### config.mk
export PLATFORM = sky130hd
export DESIGN_NAME = mem_access_unit
export DESIGN_NICKNAME = d
export VERILOG_FILES = /design/src/rtl/mem_access_unit.sv
export SDC_FILE = /design/constraint.sdc
export NUM_CORES = 1
export LEC_CHECK = 0
export ABC_AREA = 1
export ABC_CLOCK_PERIOD_IN_PS = 1300
export CAP_MARGIN = 20
export CORE_ASPECT_RATIO = 1.5
export CORE_MARGIN = 2
export CORE_UTILIZATION = 38
export DETAILED_ROUTE_END_ITERATION = 10
export PLACE_DENSITY = 0.82
export SYNTH_ARGS = -nofsm -noshare
export SYNTH_HDL_FRONTEND = slang
export SYNTH_SLANG_ARGS = --single-unit
### constraint.sdc
create_clock -name clk -period 1.3 [get_ports clk]
set_clock_uncertainty 0.2 [all_clocks]
set_input_delay 0.26 -clock clk [delete_from_list [all_inputs] [get_ports clk]]
set_output_delay 0.26 -clock clk [all_outputs]
set_load 0.005 [all_outputs]
### src/rtl/mem_access_unit.sv
// Load/store unit: one load/store becomes a single word-aligned bus transaction with byte enables.
// Optional MISALIGN_TRAP_EN: misaligned half/word accesses trap instead of issuing a bus request.
module mem_access_unit #(
   parameter int ADDR_W = 32
) (
   input  logic              clk,
   input  logic              reset,
   input  logic              start,
   input  logic              mem_read,
   input  logic              mem_write,
   input  logic [1:0]        size,
   input  logic              unsigned_ld,
   input  logic [ADDR_W-1:0] addr,
   input  logic [31:0]       wdata,
   output logic              busy,
   output logic              done,
   output logic [31:0]       rdata,
   output logic              misaligned,
   output logic              bus_req,
   output logic              bus_we,
   output logic [ADDR_W-1:0] bus_addr,
   output logic [3:0]        bus_be,
   output logic [31:0]       bus_wdata,
   input  logic              bus_ack,
   input  logic [31:0]       bus_rdata
);

   typedef enum logic [1:0] {IDLE, REQ, DONE} state_t;

   state_t            r_state;
   state_t            w_state_next;
   logic              w_accept;
   logic              w_misaligned;
   logic              r_unsigned;
   logic [1:0]        r_size;
   logic [1:0]        r_lane;
   logic              r_bus_we;
   logic [ADDR_W-1:0] r_bus_addr;
   logic [3:0]        r_bus_be;
   logic [31:0]       r_bus_wdata;
   logic [31:0]       r_rdata;
   logic [3:0]        w_be;
   logic [31:0]       w_wdata;
   logic [7:0]        w_ld_byte;
   logic [15:0]       w_ld_half;
   logic [31:0]       w_ld_data;

`ifdef MISALIGN_TRAP_EN
   logic r_misaligned;
   assign w_misaligned = ((size == 2'b01) && addr[0]) || (size[1] && (addr[1:0] != 2'b00));
   assign misaligned   = (r_state == DONE) && r_misaligned;

   always_ff @(posedge clk) begin
      if (reset)
         r_misaligned <= 1'b0;
      else if (w_accept)
         r_misaligned <= w_misaligned;
   end
`else
   assign w_misaligned = 1'b0;
   assign misaligned   = 1'b0;
`endif

   assign w_accept = (r_state == IDLE) && start && (mem_read || mem_write);

   // State register
   always_ff @(posedge clk) begin
      if (reset)
         r_state <= IDLE;
      else
         r_state <= w_state_next;
   end

   always_comb begin
      w_state_next = r_state;
      case (r_state)
         IDLE: if (w_accept) w_state_next = w_misaligned ? DONE : REQ;
         REQ:  if (bus_ack)  w_state_next = DONE;
         DONE: w_state_next = IDLE;
         default: w_state_next = IDLE;
      endcase
   end

   always_comb begin
      w_be    = 4'b1111;
      w_wdata = wdata;
      case (size)
         2'b00: begin
            w_be    = 4'b0001 << addr[1:0];
            w_wdata = {4{wdata[7:0]}};
         end
         2'b01: begin
            w_be    = addr[1] ? 4'b1100 : 4'b0011;
            w_wdata = {2{wdata[15:0]}};
         end
         default: ;
      endcase
   end

   // Lane selection uses the address latched at start, not the live addr input
   always_comb begin
      w_ld_byte = bus_rdata[7:0];
      case (r_lane)
         2'b01:   w_ld_byte = bus_rdata[15:8];
         2'b10:   w_ld_byte = bus_rdata[23:16];
         2'b11:   w_ld_byte = bus_rdata[31:24];
         default: w_ld_byte = bus_rdata[7:0];
      endcase
      w_ld_half = r_lane[1] ? bus_rdata[31:16] : bus_rdata[15:0];
      w_ld_data = bus_rdata;
      case (r_size)
         2'b00:   w_ld_data = r_unsigned ? {24'b0, w_ld_byte} : {{24{w_ld_byte[7]}}, w_ld_byte};
         2'b01:   w_ld_data = r_unsigned ? {16'b0, w_ld_half} : {{16{w_ld_half[15]}}, w_ld_half};
         default: w_ld_data = bus_rdata;
      endcase
   end

   always_ff @(posedge clk) begin
      if (reset) begin
         r_unsigned  <= 1'b0;
         r_size      <= 2'b00;
         r_lane      <= 2'b00;
         r_bus_we    <= 1'b0;
         r_bus_addr  <= '0;
         r_bus_be    <= 4'b0000;
         r_bus_wdata <= 32'h0;
         r_rdata     <= 32'h0;
      end else begin
         if (w_accept && !w_misaligned) begin
            r_unsigned  <= unsigned_ld;
            r_size      <= size;
            r_lane      <= addr[1:0];
            r_bus_we    <= mem_write;
            r_bus_addr  <= {addr[ADDR_W-1:2], 2'b00};
            r_bus_be    <= w_be;
            r_bus_wdata <= w_wdata;
         end
         if ((r_state == REQ) && bus_ack && !r_bus_we)
            r_rdata <= w_ld_data;
      end
   end

   assign busy      = (r_state == REQ);
   assign bus_req   = (r_state == REQ);
   assign done      = (r_state == DONE);
   assign bus_we    = r_bus_we;
   assign bus_addr  = r_bus_addr;
   assign bus_be    = r_bus_be;
   assign bus_wdata = r_bus_wdata;
   assign rdata     = r_rdata;

endmodule
== After elaboration in Yosys (flattened, before gate mapping) ==
Cells that the tools add are included.
Widths: inputs -> output; s select.
Operators by class
  equal/unequal tests: 9
  shifts and indexed selects: 1
  multiplexer cells: 11
  reductions and logical operators: 10
Operator list (number)
  $pmux 32 s2: 2
  $mux 32: 2
  $pmux 8 s3: 1
  $mux 16: 1
  $eq 2x1->1 const B: 4
  $pmux 4 s2: 1
  $eq 2x2->1 const B: 3
  $logic_not 2->1: 3
  $logic_and 1x1->1: 4
  $mux 2: 2
  $mux 4: 1
  $pmux 2 s2: 1
  $shl 1x2->4 const A: 1
  $ne 2x1->1 const B: 1
  $ne 2x2->1 const B: 1
  $reduce_and 2->1: 1
  $logic_not 1->1: 1
  $logic_or 1x1->1: 1
Storage, ports and cells
  flip-flop bits (word level): 106
  output and inout bits: 105
  word-level logic and storage cells: 40

== Longest topological paths before layout ==
Gate-level depths: netlist of the first run.
  word-level depth: 5
  gate-level depth with buffers: 9
  gate-level depth less buffers: 8

== Worst setup path before layout of the first run ==
OpenSTA, ideal clock, no wires.
  path kind: register -> register
  start: reg r_state[0]
  end: reg r_rdata[29], in the netlist rdata[29]
  library setup time: 109 ps
  data arrival time: 1108 ps
  path slack: -117 ps
  stages on the path, launching flop included: 9
  buffers on the path: 1
  cells stage by stage: dfxtp_1 inv_2 nor2_4 nand3b_4 buf_2 a21oi_1 nand3_1 nand2_1 inv_1
Between the ends
  cells in the longest elaborated chain, start to end: 3
RTL lines
  start: declaration: line 30  | state_t r_state;
  start signal: assignment: line 71  | r_state <= w_state_next;
  $eq 2x1->1
  net bus_req: line 19  | output logic bus_req,
  $logic_and 1x1->1 (2 in a row): line 138  | if ((r_state == REQ) && bus_ack && !r_bus_we)
  end signal: assignment: line 139  | r_rdata <= w_ld_data;
  end: declaration: line 41  | logic [31:0] r_rdata;
The timed path passes the listed nets, and every way through them passes these cells.
A chain may end at the register's enable or synchronous reset.

== Worst setup path in the final report of the first run ==
  start: reg r_state[0]
  end: reg r_rdata[29], in the netlist rdata[29]
Between the ends
  cells in the longest elaborated chain, start to end: 3
RTL lines (line)
  $eq 2x1->1: 138
  $logic_and 1x1->1 (2 in a row): 138
No other way between the ends.

==> flow_summary.ini, run 1 <==
[run_status]
status = finished with violations
failed_checks = setup timing

[critical_path]
crit_chain = inv_2, nor2_4, buf_6, buf_12, nand3b_4, clkbuf_16, a21oi_2, nand3_1, nand2_1, inv_1
worstSetupPathType = reg -> reg
crit_path_end_kind = flip-flop
cp_max_fo = 9
crit_start = r_state[0]
critPathLaunchType = flip-flop
reg2reg_from = r_state[0]
critPathSlowestCell = dfxtp_2
max_stage_delay_ns = 0.34
arrival_ns = 1.69
cp.required_ns = 1.34

[pwr]
power.total_mw = 8.38
irDropWorstVdd_mv = 0.819
power_density_mw_per_mm2 = 1080
leakage_nw = 3.70

[global_routing]
grt_pass1_wl_mm = 26.2
grt_pass1_vias = 5534
overflow = 0
antenna_found_initial = 0
grt_max_degree = 52
grt.total_usage_pct = 24.5

[finish]
final_cell_mix = 229 x nand2_1, 103 x clkdlybuf4s50_1, 101 x a21oi_1
n_antenna_cell = 0
fin_area_mm2 = 0.00774
mostFrequentLayoutCell = nand2_1
layout.nets = 1063
final_layout_size_suffix_gt1_share_pct = 35.8
syn_to_final_growth_pct = 61.2

[sta]
finalWorstSetupSlack_ns = -0.348
report.final.slew_viol_count = 0
tns_ns = -22.12
setup_viol = 108
min_period_ns = 1.65
whs_ns = 0.194
rsz0062_at_grt = yes
finalHoldViolCount = 0
fmax_mhz = 607
period_share_pct = 127

[die]
rows = 50
die-area_mm2 = 0.0136
fp.coreArea_mm2 = 0.0124
die_w_um = 95.8
die_y_um = 142
num_io_pins = 210
start_util_pct = 38.8

[placed_design]
pre_cts_ws_ns = -0.571
place_area_mm2 = 0.00736
routabilityCongestion = 0.951
hpwl_mm = 12.0
io_buffer_count = 206

[drt]
drt-initial-drc-count = 208
drc = 0
vias = 5661
wl_per_cell_um = 15.4
drt-pass1-iter-count = 5
ant_nets = 0
viasPerCell = 5.06
routed_wl_mm = 17.3

[cts]
cts_tree = built
clock-sinks = 106
clk_latency_ns = 0.34
clk_path_buf_depth = 2
cts_buffers = 9
clk_pin_slew_worst_paths_ns = 0.07
htree_levels = 3
cts-root-buf = clkbuf_16

[synthesis]
ys_warn_count = 0
synthCells = 703
postSynthAreaPerCell_um2 = 6.83
netlist_area_mm2 = 0.00480
synth_cell_types = 25
ys_ff_latch = 106
ys_seq_area_share_pct = 44.2

[hold_path]
hold_class = in -> reg
worstHoldStart = reset

[flow_run]
cap_violations = 0
[cells in the mapped netlist]
| master | number | area share (%) |
|---|---|---|
| nor2_8 | 1 | 0.42 |
| o21bai_1 | 1 | 0.16 |
| clkbuf_1 | 17 | 1.3 |
| buf_4 | 8 | 1.3 |
| nand3_1 | 34 | 3.5 |
| inv_1 | 47 | 3.7 |
| buf_1 | 3 | 0.23 |
| dfxtp_1 | 106 | 44 |
| nand3b_4 | 1 | 0.42 |
| inv_2 | 4 | 0.31 |
| o21a_1 | 2 | 0.31 |
| o21ai_0 | 41 | 4.3 |
| nor2_4 | 2 | 0.47 |
| nand3_2 | 3 | 0.63 |
| a21oi_2 | 1 | 0.18 |
| o21ai_1 | 8 | 0.83 |
| conb_1 | 1 | 0.078 |
| nand2_2 | 1 | 0.13 |
| nor2_1 | 48 | 3.8 |
| a31oi_1 | 8 | 1.0 |
| nor2_2 | 3 | 0.39 |
| buf_2 | 17 | 1.8 |
| buf_6 | 4 | 0.94 |
| a21oi_1 | 113 | 12 |
| nand2_1 | 229 | 18 |
[where the power goes]
part / internal, mW / total, mW / switching, mW
registers: 3.50 / 3.62 / 0.124
clock network: 1.52 / 2.82 / 1.30
logic: 0.994 / 1.94 / 0.943
[worst max-delay path: cells and delay by family, from the launching register on]
kind	cells	cell delay, ns
AO/OA/AOI/OAI	1	0.13
buffers and inverters	5	0.48
flip-flops	1	0.34
AND/OR/NAND/NOR	4	0.39
[repair_timing]
action / in CTS / in global routing
endpoints found under the setup margin: 207 / 113
hold endpoints to repair: 0 / 0
gates cloned: 4 / 2
hold buffers: 0 / 0
pin swaps: 21 / 5
resized for setup: 525 / 16
setup buffers: 17 / 2
[routing by layer]
layer  track usage (%)  share of wire (%)  up-vias
li1                  -                  -     2761
met1              25.9                 36     2591
met2              42.5                 51      251
met3              6.48                7.8       58
met4              14.7                5.3        0
met5                 0                  0        -
[metrics by stage]
| stage | instances | util (%) |
|---|---|---|
| after floorplan | 705 | - |
| after global placement | 1078 | 59.4 |
| after detailed placement | 1078 | 59.4 |
| after CTS | 1115 | 61.7 |
| after global routing | 1119 | 62.5 |
| final | 1119 | 62.5 |
[kinds of logic after synthesis]
kind of cell | Yosys count | synth area share (%)
and+or+nand+nor | 322 | 27.6
AOI/OAI and AO/OA | 174 | 18.6
DFF | 106 | 44.2
buffers and inverters | 100 | 9.51
other | 1 | 0.0781
[flip-flops by register name, indices dropped and copies added, names as in the netlist]
register,cells
r_state,2
bus_we,1
bus_addr,30
rdata,32
r_unsigned,1
bus_wdata,32
r_size,2
r_lane,2
bus_be,4
[cell type report]
class                   count  area [um^2]
flip-flops and latches    106         2250
repair buffers            291         2480
multi-input cells         499         2320
inverters                  51          191
fillers                  1047         4650
clock inverters             6         71.3
well taps                 156          195
clock buffers              10          229
[worst paths after layout]
path | end | slack, ns | depth (start not counted)
worst max register to register | rdata[29] | -0.35 | 10
worst min register to register | bus_addr[11] | 0.26 | 2
worst min-delay path | bus_wdata[1] | 0.19 | 3
worst max-delay path | rdata[29] | -0.35 | 10
No activity file was read; power rests on OpenSTA's default activity.
==> inputs of run 2 (changes only) <==
- GPL_ROUTABILITY_DRIVEN: unset -> 0
==> results of run 2 <==
Final layout, timing and power as in run 1 (identical DEF).
==> inputs of run 3 (changes only) <==
- ABC_CLOCK_PERIOD_IN_PS: 1300 -> 2100
- CORE_UTILIZATION: 38 -> 45
- CTS_CLUSTER_DIAMETER: unset -> 120
- PLACE_DENSITY: 0.82 -> 0.91
- clock period: 1.3 -> 2.1 ns (I/O delays scaled with it)
==> flow_summary.ini, run 3 (synthesized netlist as in run 1, its figures left out) <==
[run_status]
status = complete, no violations

[cts]
cts-root-buf = clkbuf_16
clk_pin_slew_worst_paths_ns = 0.07
clk_path_buf_depth = 2
postCtsHoldBufs = 0
cts_buffers = 9
clk_latency_ns = 0.34
htree_levels = 3
clock-sinks = 106
cts_tree = built

[pwr]
p_comb_share_pct = 22.2
irDropWorstVdd_mv = 0.543
p_int_mw = 3.58
leakage_nw = 3.05
p_clk_share_pct = 33.0
power_density_mw_per_mm2 = 683
switchingPower_mw = 1.39
seq_power_share_pct = 44.8
power.total_mw = 4.96
switching_share_pct = 28.0

[finish]
fillers = 869
final_layout_size_suffix_gt1_share_pct = 5.80
final_cell_mix = 229 x nand2_1, 205 x clkdlybuf4s50_1, 113 x a21oi_1
n_antenna_cell = 0
final_core_util_pct = 69.4
mostFrequentLayoutCell = nand2_1
syn_to_final_growth_pct = 51.4
fin_cells = 1040
layout.nets = 996

[sta]
whs_ns = 0.171
report.final.slew_viol_count = 0
setup_viol = 0
rsz0062_at_grt = no
period_share_pct = 96.4
fmax_mhz = 494
tns_ns = 0
finalHoldViolCount = 0
min_period_ns = 2.02

[flow_run]
cap_violations = 0

[die]
die_w_um = 88.3
die_y_um = 131
num_io_pins = 210
start_util_pct = 45.8
die-area_mm2 = 0.0115
fp.coreArea_mm2 = 0.0105
rows = 46

[critical_path]
worstSetupPathType = reg -> out
cp_max_fo = 3
critPathLaunchType = flip-flop
crit_path_end_kind = primary output
arrival_ns = 1.40
cp.required_ns = 1.48

[global_routing]
grt_pass1_wl_mm = 23.7
grt_pass1_vias = 4960
grt.total_usage_pct = 26.4
grt_max_degree = 47
antenna_found_initial = 0
overflow = 0

[hold_path]
hold_class = in -> reg

[drt]
drt-initial-drc-count = 209
wl_per_cell_um = 15.0
vias = 5301
routed_wl_mm = 15.6
ant_nets = 0
drt-pass1-iter-count = 7
drc = 0
viasPerCell = 5.10

[placed_design]
placedCellCount = 1023
hpwl_mm = 11.5
io_buffer_count = 206
[run 3: worst paths after layout]
path,from,to,slack [ns],depth (start not counted)
hold / removal,reset,bus_wdata[19],0.17,4
setup / recovery,r_state[1],done,0.08,3
hold reg to reg,bus_addr[6],bus_addr[6],0.26,2
setup reg to reg,r_state[0],rdata[31],0.38,8
[run 3: per-stage QoR]
| stage | cell area (um^2) | worst slack (ns) |
|---|---|---|
| 6_report | 7270 | 0.0752 |
| 5_1_grt | 7270 | 0.00376 |
| 4_1_cts | 7260 | 0.0207 |
| 3_3_place_gp | 6970 | 0.0423 |
| 2_1_floorplan | 4810 | 0.606 |
| 3_5_place_dp | 6970 | -0.0190 |
[run 3: repair_timing]
item | CTS | global route
setup endpoints to repair | 0 | 3
gates resized for setup | 0 | 1
setup buffers | 0 | 1
[run 3: worst max-delay path: stages, from the launching register on]
cell	delay, ns
dfxtp_1	0.40
inv_1	0.05
nor2_1	0.08
clkdlybuf4s50_1	0.53
[run 3: routing by layer]
metal  global-route usage (%)  up-vias  wire length [um]
li1                         -     2626                 -
met1                     28.5     2375              5770
met2                     47.2      258              7940
met3                     6.53       42              1240
met4                     13.3        0               622
met5                        0        -                 0
[run 3: final cells by class]
type	instances	area, um^2	share of cell area (%)
inverter	51	191	2.63
tap	144	180	2.48
multi-input combinational	499	2230	30.7
sequential	106	2120	29.2
clock inverter	6	50.0	0.688
clock buffer	10	239	3.29
timing repair buffer	224	2250	31.0
[run 3: power by group through the flow]
stage	registers [mW]	logic (mW)	clock network (mW)
3_5_place_dp	2.27	1.09	0
4_1_cts	2.22	1.10	1.67
3_3_place_gp	2.26	1.08	0
5_1_grt	2.24	1.20	1.75
6_report	2.22	1.10	1.64
2_1_floorplan	2.27	0.477	0
